--- src/rtl/convert_pos_to_neg.sv ---
// convert_pos_to_neg
//
// Converts a sign bit plus an unsigned magnitude into a WIDTH-bit
// two's-complement value. The conversion is bit-serial and LSB first. For
// negative inputs each bit is inverted and a carry-in of 1 is added, with the
// carry moving up one bit per clock.
//
// Protocol and timing:
//   - A start pulse in IDLE latches sign and mag.
//   - WIDTH clocks later the result and overflow flag are committed.
//   - done pulses for one cycle when the result is committed.
//   - start is ignored while busy; requests are not queued.
//
// Ports:
//   clk     in   clock, rising edge
//   rst     in   asynchronous, active-high reset
//   start   in   request pulse, sampled only in IDLE
//   sign    in   1 = negative value, sampled with start
//   mag     in   [WIDTH-1:0] unsigned magnitude, sampled with start
//   busy    out  high while a conversion is in progress (CONV or FIN)
//   result  out  [WIDTH-1:0] two's-complement result, held until next commit
//   done    out  one-cycle pulse; result and ovf are valid
//   ovf     out  value not representable in WIDTH-bit two's complement
//
// Build option:
//   CONV_SAT_EN  When defined, an overflowing result is replaced by the
//                nearest representable value: 2^(W-1)-1 for positive inputs
//                and -2^(W-1) for negative inputs. ovf is still asserted.
//                When undefined, the raw wrapped value is returned.

module convert_pos_to_neg #(
    parameter int WIDTH = 8
) (
    input  logic             clk,
    input  logic             rst,
    input  logic             start,
    input  logic             sign,
    input  logic [WIDTH-1:0] mag,
    output logic             busy,
    output logic [WIDTH-1:0] result,
    output logic             done,
    output logic             ovf
);

    localparam int IDX_W = $clog2(WIDTH);
    localparam logic [IDX_W-1:0] LAST_IDX = IDX_W'(WIDTH - 1);

    typedef enum logic [1:0] {
        IDLE = 2'd0,
        CONV = 2'd1,
        FIN  = 2'd2
    } state_t;

    state_t           state_q,   state_d;
    logic             s_q,       s_d;
    logic [WIDTH-1:0] m_q,       m_d;
    logic [WIDTH-1:0] sr_q,      sr_d;
    logic [IDX_W-1:0] bit_idx_q, bit_idx_d;
    logic             carry_q,   carry_d;
    logic [WIDTH-1:0] result_q,  result_d;
    logic             ovf_q,     ovf_d;

    logic             m_bit;
    logic             out_bit;
    logic             ovf_calc;

    // Overflow depends only on the latched operands.
    // Positive: any value with the MSB set is too large.
    // Negative: only exactly 2^(W-1) fits among values with the MSB set.
    always_comb begin
        ovf_calc = 1'b0;
        if (!s_q) begin
            ovf_calc = m_q[WIDTH-1];
        end else begin
            ovf_calc = m_q[WIDTH-1] & (|m_q[WIDTH-2:0]);
        end
    end

    always_comb begin
        state_d   = state_q;
        s_d       = s_q;
        m_d       = m_q;
        sr_d      = sr_q;
        bit_idx_d = bit_idx_q;
        carry_d   = carry_q;
        result_d  = result_q;
        ovf_d     = ovf_q;
        m_bit     = m_q[bit_idx_q];
        out_bit   = 1'b0;

        case (state_q)
            IDLE: begin
                if (start) begin
                    s_d       = sign;
                    m_d       = mag;
                    carry_d   = 1'b1;
                    bit_idx_d = '0;
                    sr_d      = '0;
                    state_d   = CONV;
                end
            end

            CONV: begin
                if (s_q) begin
                    // ~m + 1, one bit at a time. The carry only survives
                    // through low-order zero bits of the magnitude.
                    out_bit = ~m_bit ^ carry_q;
                    carry_d = ~m_bit & carry_q;
                end else begin
                    out_bit = m_bit;
                end

                // Fill from the top so that after WIDTH shifts the first
                // bit processed has reached bit 0.
                sr_d      = {out_bit, sr_q[WIDTH-1:1]};
                bit_idx_d = bit_idx_q + IDX_W'(1);

                if (bit_idx_q == LAST_IDX) begin
                    bit_idx_d = '0;
                    state_d   = FIN;
                    ovf_d     = ovf_calc;
`ifdef CONV_SAT_EN
                    if (ovf_calc) begin
                        result_d = s_q ? {1'b1, {(WIDTH-1){1'b0}}}
                                       : {1'b0, {(WIDTH-1){1'b1}}};
                    end else begin
                        result_d = sr_d;
                    end
`else
                    result_d = sr_d;
`endif
                end
            end

            FIN: begin
                state_d = IDLE;
            end

            default: begin
                state_d = IDLE;
            end
        endcase
    end

    always_ff @(posedge clk or posedge rst) begin
        if (rst) begin
            state_q   <= IDLE;
            s_q       <= 1'b0;
            m_q       <= '0;
            sr_q      <= '0;
            bit_idx_q <= '0;
            carry_q   <= 1'b0;
            result_q  <= '0;
            ovf_q     <= 1'b0;
        end else begin
            state_q   <= state_d;
            s_q       <= s_d;
            m_q       <= m_d;
            sr_q      <= sr_d;
            bit_idx_q <= bit_idx_d;
            carry_q   <= carry_d;
            result_q  <= result_d;
            ovf_q     <= ovf_d;
        end
    end

    assign busy   = (state_q != IDLE);
    assign done   = (state_q == FIN);
    assign result = result_q;
    assign ovf    = ovf_q;

endmodule
--- config.mk ---
export PLATFORM = sky130hd
export DESIGN_NAME = convert_pos_to_neg
export DESIGN_NICKNAME = d
export VERILOG_FILES = /design/src/rtl/convert_pos_to_neg.sv
export SDC_FILE = /design/constraint.sdc
export NUM_CORES = 1
export LEC_CHECK = 0
export ABC_AREA = 1
export CORE_MARGIN = 1.5
export CORE_UTILIZATION = 50
export CTS_CLUSTER_DIAMETER = 40
export DETAILED_ROUTE_END_ITERATION = 8
export GPL_TIMING_DRIVEN = 0
export PLACE_DENSITY_LB_ADDON = 0.15
export REMOVE_ABC_BUFFERS = 1
export SLEW_MARGIN = 25
export SYNTH_ARGS = -nofsm -noshare
export SYNTH_HDL_FRONTEND = slang
export SYNTH_SLANG_ARGS = --single-unit
--- constraint.sdc ---
create_clock -name clk -period 3.6 [get_ports clk]
set_input_delay 0.9 -clock clk [delete_from_list [all_inputs] [get_ports clk]]
set_output_delay 0.9 -clock clk [all_outputs]
set_load 0.02 [all_outputs]
== After elaboration in Yosys (flattened, before gate mapping) ==
Index checks and enable logic that the tools add are counted.

* Logic and storage cells: 44
* Input port bits: 12
* Memories kept: 0
* Memory bits (read-only): 0
* Bits in registers: 32
* Latch bits: 0
* Bits in writable memories: 0

* Add/subtract/negate cells: 1
* Div/mod/pow operators: 0
* Equality and inequality tests: 6
* $mul: 0
* Multiplexer cells: 15
* Bitwise logic cells: 4
* Magnitude comparators: 1
* Reduce and logical (&&, ||, !) cells: 9
* Shifts and indexed selects: 0

{| class="wikitable"
|+ Operators by type and width
! operator !! number
|-
| one-hot mux 8 bit (2 select lines) || 1
|-
| 2-to-1 mux 8 bit || 1
|-
| AND reduction 2 bit || 4
|-
| OR reduction 7 bit || 1
|-
| 2-to-1 mux 3 bit || 2
|-
| != test 2 bit, second input constant || 3
|-
| one-hot mux 3 bit (2 select lines) || 1
|-
| 2-to-1 mux 1 bit || 5
|-
| less-than comparator 3 x 4 -> 1 bit, second input constant || 1
|-
| 2-to-1 mux 2 bit || 2
|-
| one-hot mux 2 bit (2 select lines) || 1
|-
| nonzero test 2 bit || 2
|-
| adder 3 x 1 -> 3 bit, second input constant || 1
|-
| binary-select mux 1 bit (select 3 bit) || 1
|-
| equality test 3 bit, second input constant || 1
|-
| AND reduction 3 bit || 1
|-
| AND 1 bit || 2
|-
| equality test 2 x 1 -> 1 bit, second input constant || 1
|-
| equality test 2 bit, second input constant || 1
|-
| logical NOT 2 bit || 1
|-
| one-hot mux 1 bit (2 select lines) || 1
|-
| inverter 1 bit || 1
|-
| bitwise XOR 1 bit || 1
|}

== Depth between registers and ports, before layout ==
* Word-level depth: 6
* Mapped depth: 9

== Least setup slack after synthesis ==
Ideal clock, no wire load.

* Path kind: flip-flop to output port
* From: reg state_q[1]
* To: out done
* Buffers on the path: 0
* Stages on the path, launching flop included: 3
* Setup slack: 1.979 ns
* Data arrival time: 0.721 ns
* Required time: 2.700 ns
* Path through: dfrtp_1 inv_1 nor2_1

* Longest elaborated chain between the ends: 1

{| class="wikitable"
|+ RTL lines
! what !! RTL line !! source
|-
| start, declared || 54 || <nowiki>state_t state_q, state_d;</nowiki>
|-
| start signal, assigned || 156 || <nowiki>state_q <= state_d;</nowiki>
|-
| equality test 2 bit || 168 || <nowiki>assign done = (state_q == FIN);</nowiki>
|-
| end, declared || 41 || <nowiki>output logic done,</nowiki>
|}

No other way between the ends.

== Worst setup path in the final report ==
Ends and elaborated chain as after synthesis.

==> flow_summary.json <==
{
  "outcome": "finished, final reports clean",
  "synthMostInstantiatedCell": "nand2_1",
  "avgSynthCellArea_um2": 9.33,
  "synth.largest_area_cell": "dfrtp_1",
  "p_leak_nw": 0.815,
  "clk_pin_slew_ns": 0.09,
  "syn_to_final_growth_pct": 20.7,
  "r2r-start": "bit_idx_q[0]",
  "dpl.hpwl_um": 1730,
  "finalHoldViolations": 0,
  "min_from": "result[0]",
  "p_sw_share_pct": 41.1,
  "cap_viol_max_count": 0,
  "min_to": "result[0]",
  "final_antenna_net_count": 0,
  "internal_power_mw": 0.901,
  "clkSinkCount": 31,
  "reg2reg_to": "result[7]",
  "slowest_stage": "clkdlybuf4s50_1",
  "power.density_nw_per_um2": 905,
  "cp_cell_sequence": "inv_1 -> nor2_1 -> clkdlybuf4s50_1",
  "seq_power_share_pct": 39.0,
  "final_area_um2": 1690,
  "maxSlewHeadroom_pct": 58.0,
  "post_cts_buffers": 0,
  "fmax_ghz": 0.415,
  "stdcell_count": 208,
  "ys_warn_count": 0,
  "startpoint": "state_q[1]",
  "place_inst": 201,
  "drt_iter0_markers": 38,
  "fill_cells": 254,
  "rows": 19,
  "grt_pass1_wl_um": 4470,
  "clkPwrFrac_pct": 13.3,
  "dpl_cell_area_um2": 1630,
  "ys.flop_type": "dfrtp_1",
  "cts_tree": "built",
  "cts_max_path_buffers": 2,
  "core-area_um2": 2710,
  "synth_cell_type_count": 21,
  "vias": 1061,
  "io_pins": 23,
  "syn_inst": 150,
  "drive_above_1_share_pct": 15.8,
  "cpPeakStageDelay_ns": 0.61,
  "skew_ns": 0.0136,
  "overflow": 0,
  "slew_violations": 0,
  "clock_latency_ns": 0.33,
  "ys_top_cells_by_count": "nand2_1, dfrtp_1, inv_1, o21ai_0, nand3_1",
  "holdCritPathClass": "flip-flop to flip-flop",
  "switching_power_mw": 0.629,
  "synthTopCellsByArea": "dfrtp_1, nand2_1, inv_1",
  "crit_path_max_fanout": 2,
  "ys_ff_latch": 31,
  "vias_per_cell": 5.10,
  "arrival_ns": 1.51,
  "multi_input_area_um2": 489,
  "synth-seq-area-share_pct": 55.4,
  "drc": 0,
  "grt_pass1_vias": 1049,
  "critPathKind": "flip-flop to output pin",
  "grtUsageTotal_pct": 18.9,
  "grt_max_degree": 32,
  "tns_ns": 0,
  "combPwrFrac_pct": 47.6,
  "cts_hold_buf": 0,
  "cts_resized": 0,
  "io_buffers": 22,
  "cp.required_ns": 2.70,
  "rr_worst_depth": 9,
  "synth_top_area_share_pct": 55.4,
  "finalSetupViolCount": 0,
  "r2r_slack_ns": 1.83,
  "holdPathStages": 2,
  "root_buffer": "clkbuf_4",
  "worstSetupEndpointType": "output pin",
  "routedWlPerCell_um": 11.5,
  "grt_antenna_before_repair": 0,
  "start_kind": "flip-flop",
  "cts_max_level": 2,
  "drt_first_pass_iters": 4,
  "die_w_um": 55.9,
  "globalplace.congestion": 0.767,
  "start_util_pct": 51.7,
  "syn_area_um2": 1400,
  "cts-buffers-inserted": 5,
  "period_minus_slack_ns": 2.41,
  "tightestPinTransition_ns": 0.630,
  "regArea_um2": 776,
  "peakVddDrop_mv": 0.557,
  "antenna_cells": 0,
  "fin_crit_sh_pct": 66.9,
  "synth-edff-count": 0,
  "rsz0062_at_grt": "false",
  "final_nets": 192,
  "drt_wl_total_um": 2390,
  "die_area_um2": 3130,
  "die_h_um": 55.9,
  "async_flop_share_pct": 100
}
## flip-flops by register name, summed over array words and instances (netlist names)
register	count
state_q	2
ovf	1
carry_q	1
m_q	8
bit_idx_q	3
s_q	1
result	8
sr_q	7
## routing by layer
metal  vias to the layer above  global-route usage [%]  wire [µm]  share of wire, %
li1                        532                       -          -                 -
met1                       500                    24.5       1090                46
met2                        23                    28.1       1120                47
met4                         0                    9.86         52               2.2
met3                         6                    6.74        123               5.2
met5                         -                       0          0                 0
## logic make-up (layout without fill, tap and decap cells)
logic type	Yosys count	in the layout	synth area share [%]
AOI/OAI and AO/OA	26	26	11.7
adders and majority gates	3	3	2.68
buffers and inverters	30	57	9.65
DFF	31	31	55.4
and+or+nand+nor	60	60	20.6
## how the worst max path moves through the flow
stage | end | slack, ns
detailed placement | carry_q | 1.35
global placement | sr_q[7] | 1.32
global route | done | 1.09
CTS | busy | 1.18
floorplan | carry_q | 1.98
finish | done | 1.19
## layout by cell type, fill, tap and decap left out, drive strengths merged
master / instances
nand3: 10
nand4: 1
a21oi: 1
nor2: 11
ha: 3
clkinv: 1
o21ai: 19
o22ai: 6
clkdlybuf4s50: 22
or2: 1
dfrtp: 31
nor3: 1
nand2: 36
clkbuf: 6
inv: 28
## power groups by stage
stage | logic [mW] | registers, mW | clock network (mW)
after floorplan | 0.458 | 0.649 | 0
after global placement | 0.712 | 0.597 | 0
after detailed placement | 0.736 | 0.604 | 0
after CTS | 0.738 | 0.598 | 0.209
after global routing | 0.832 | 0.621 | 0.221
final | 0.729 | 0.597 | 0.204
## per-stage QoR
| stage | hold slack, ns | util [%] | power (mW) | setup slack [ns] |
|---|---|---|---|---|
| after floorplan | 0.449 | - | 1.11 | 1.98 |
| after global placement | 0.466 | 60.3 | 1.31 | 1.32 |
| after detailed placement | 0.472 | 60.3 | 1.34 | 1.35 |
| after CTS | 0.495 | 62.4 | 1.55 | 1.18 |
| after global routing | 0.524 | 62.4 | 1.67 | 1.09 |
| final | 0.486 | 62.4 | 1.53 | 1.19 |
## worst max-delay path: cells and delay by family (launching register included)
family,cells,cell delay (ns)
AND/OR/NAND/NOR,1,0.09
flip-flops,1,0.40
buffers and inverters,2,0.69
## cell type report
type | count | share of cell area, %
Inverter | 28 | 6.51
Clock inverter | 1 | 0.296
Timing Repair Buffer | 22 | 13.0
Sequential cell | 31 | 45.9
Tap cell | 31 | 2.29
Clock buffer | 6 | 3.03
Multi-Input combinational cell | 89 | 28.9
(Power assumes the default switching activity.)
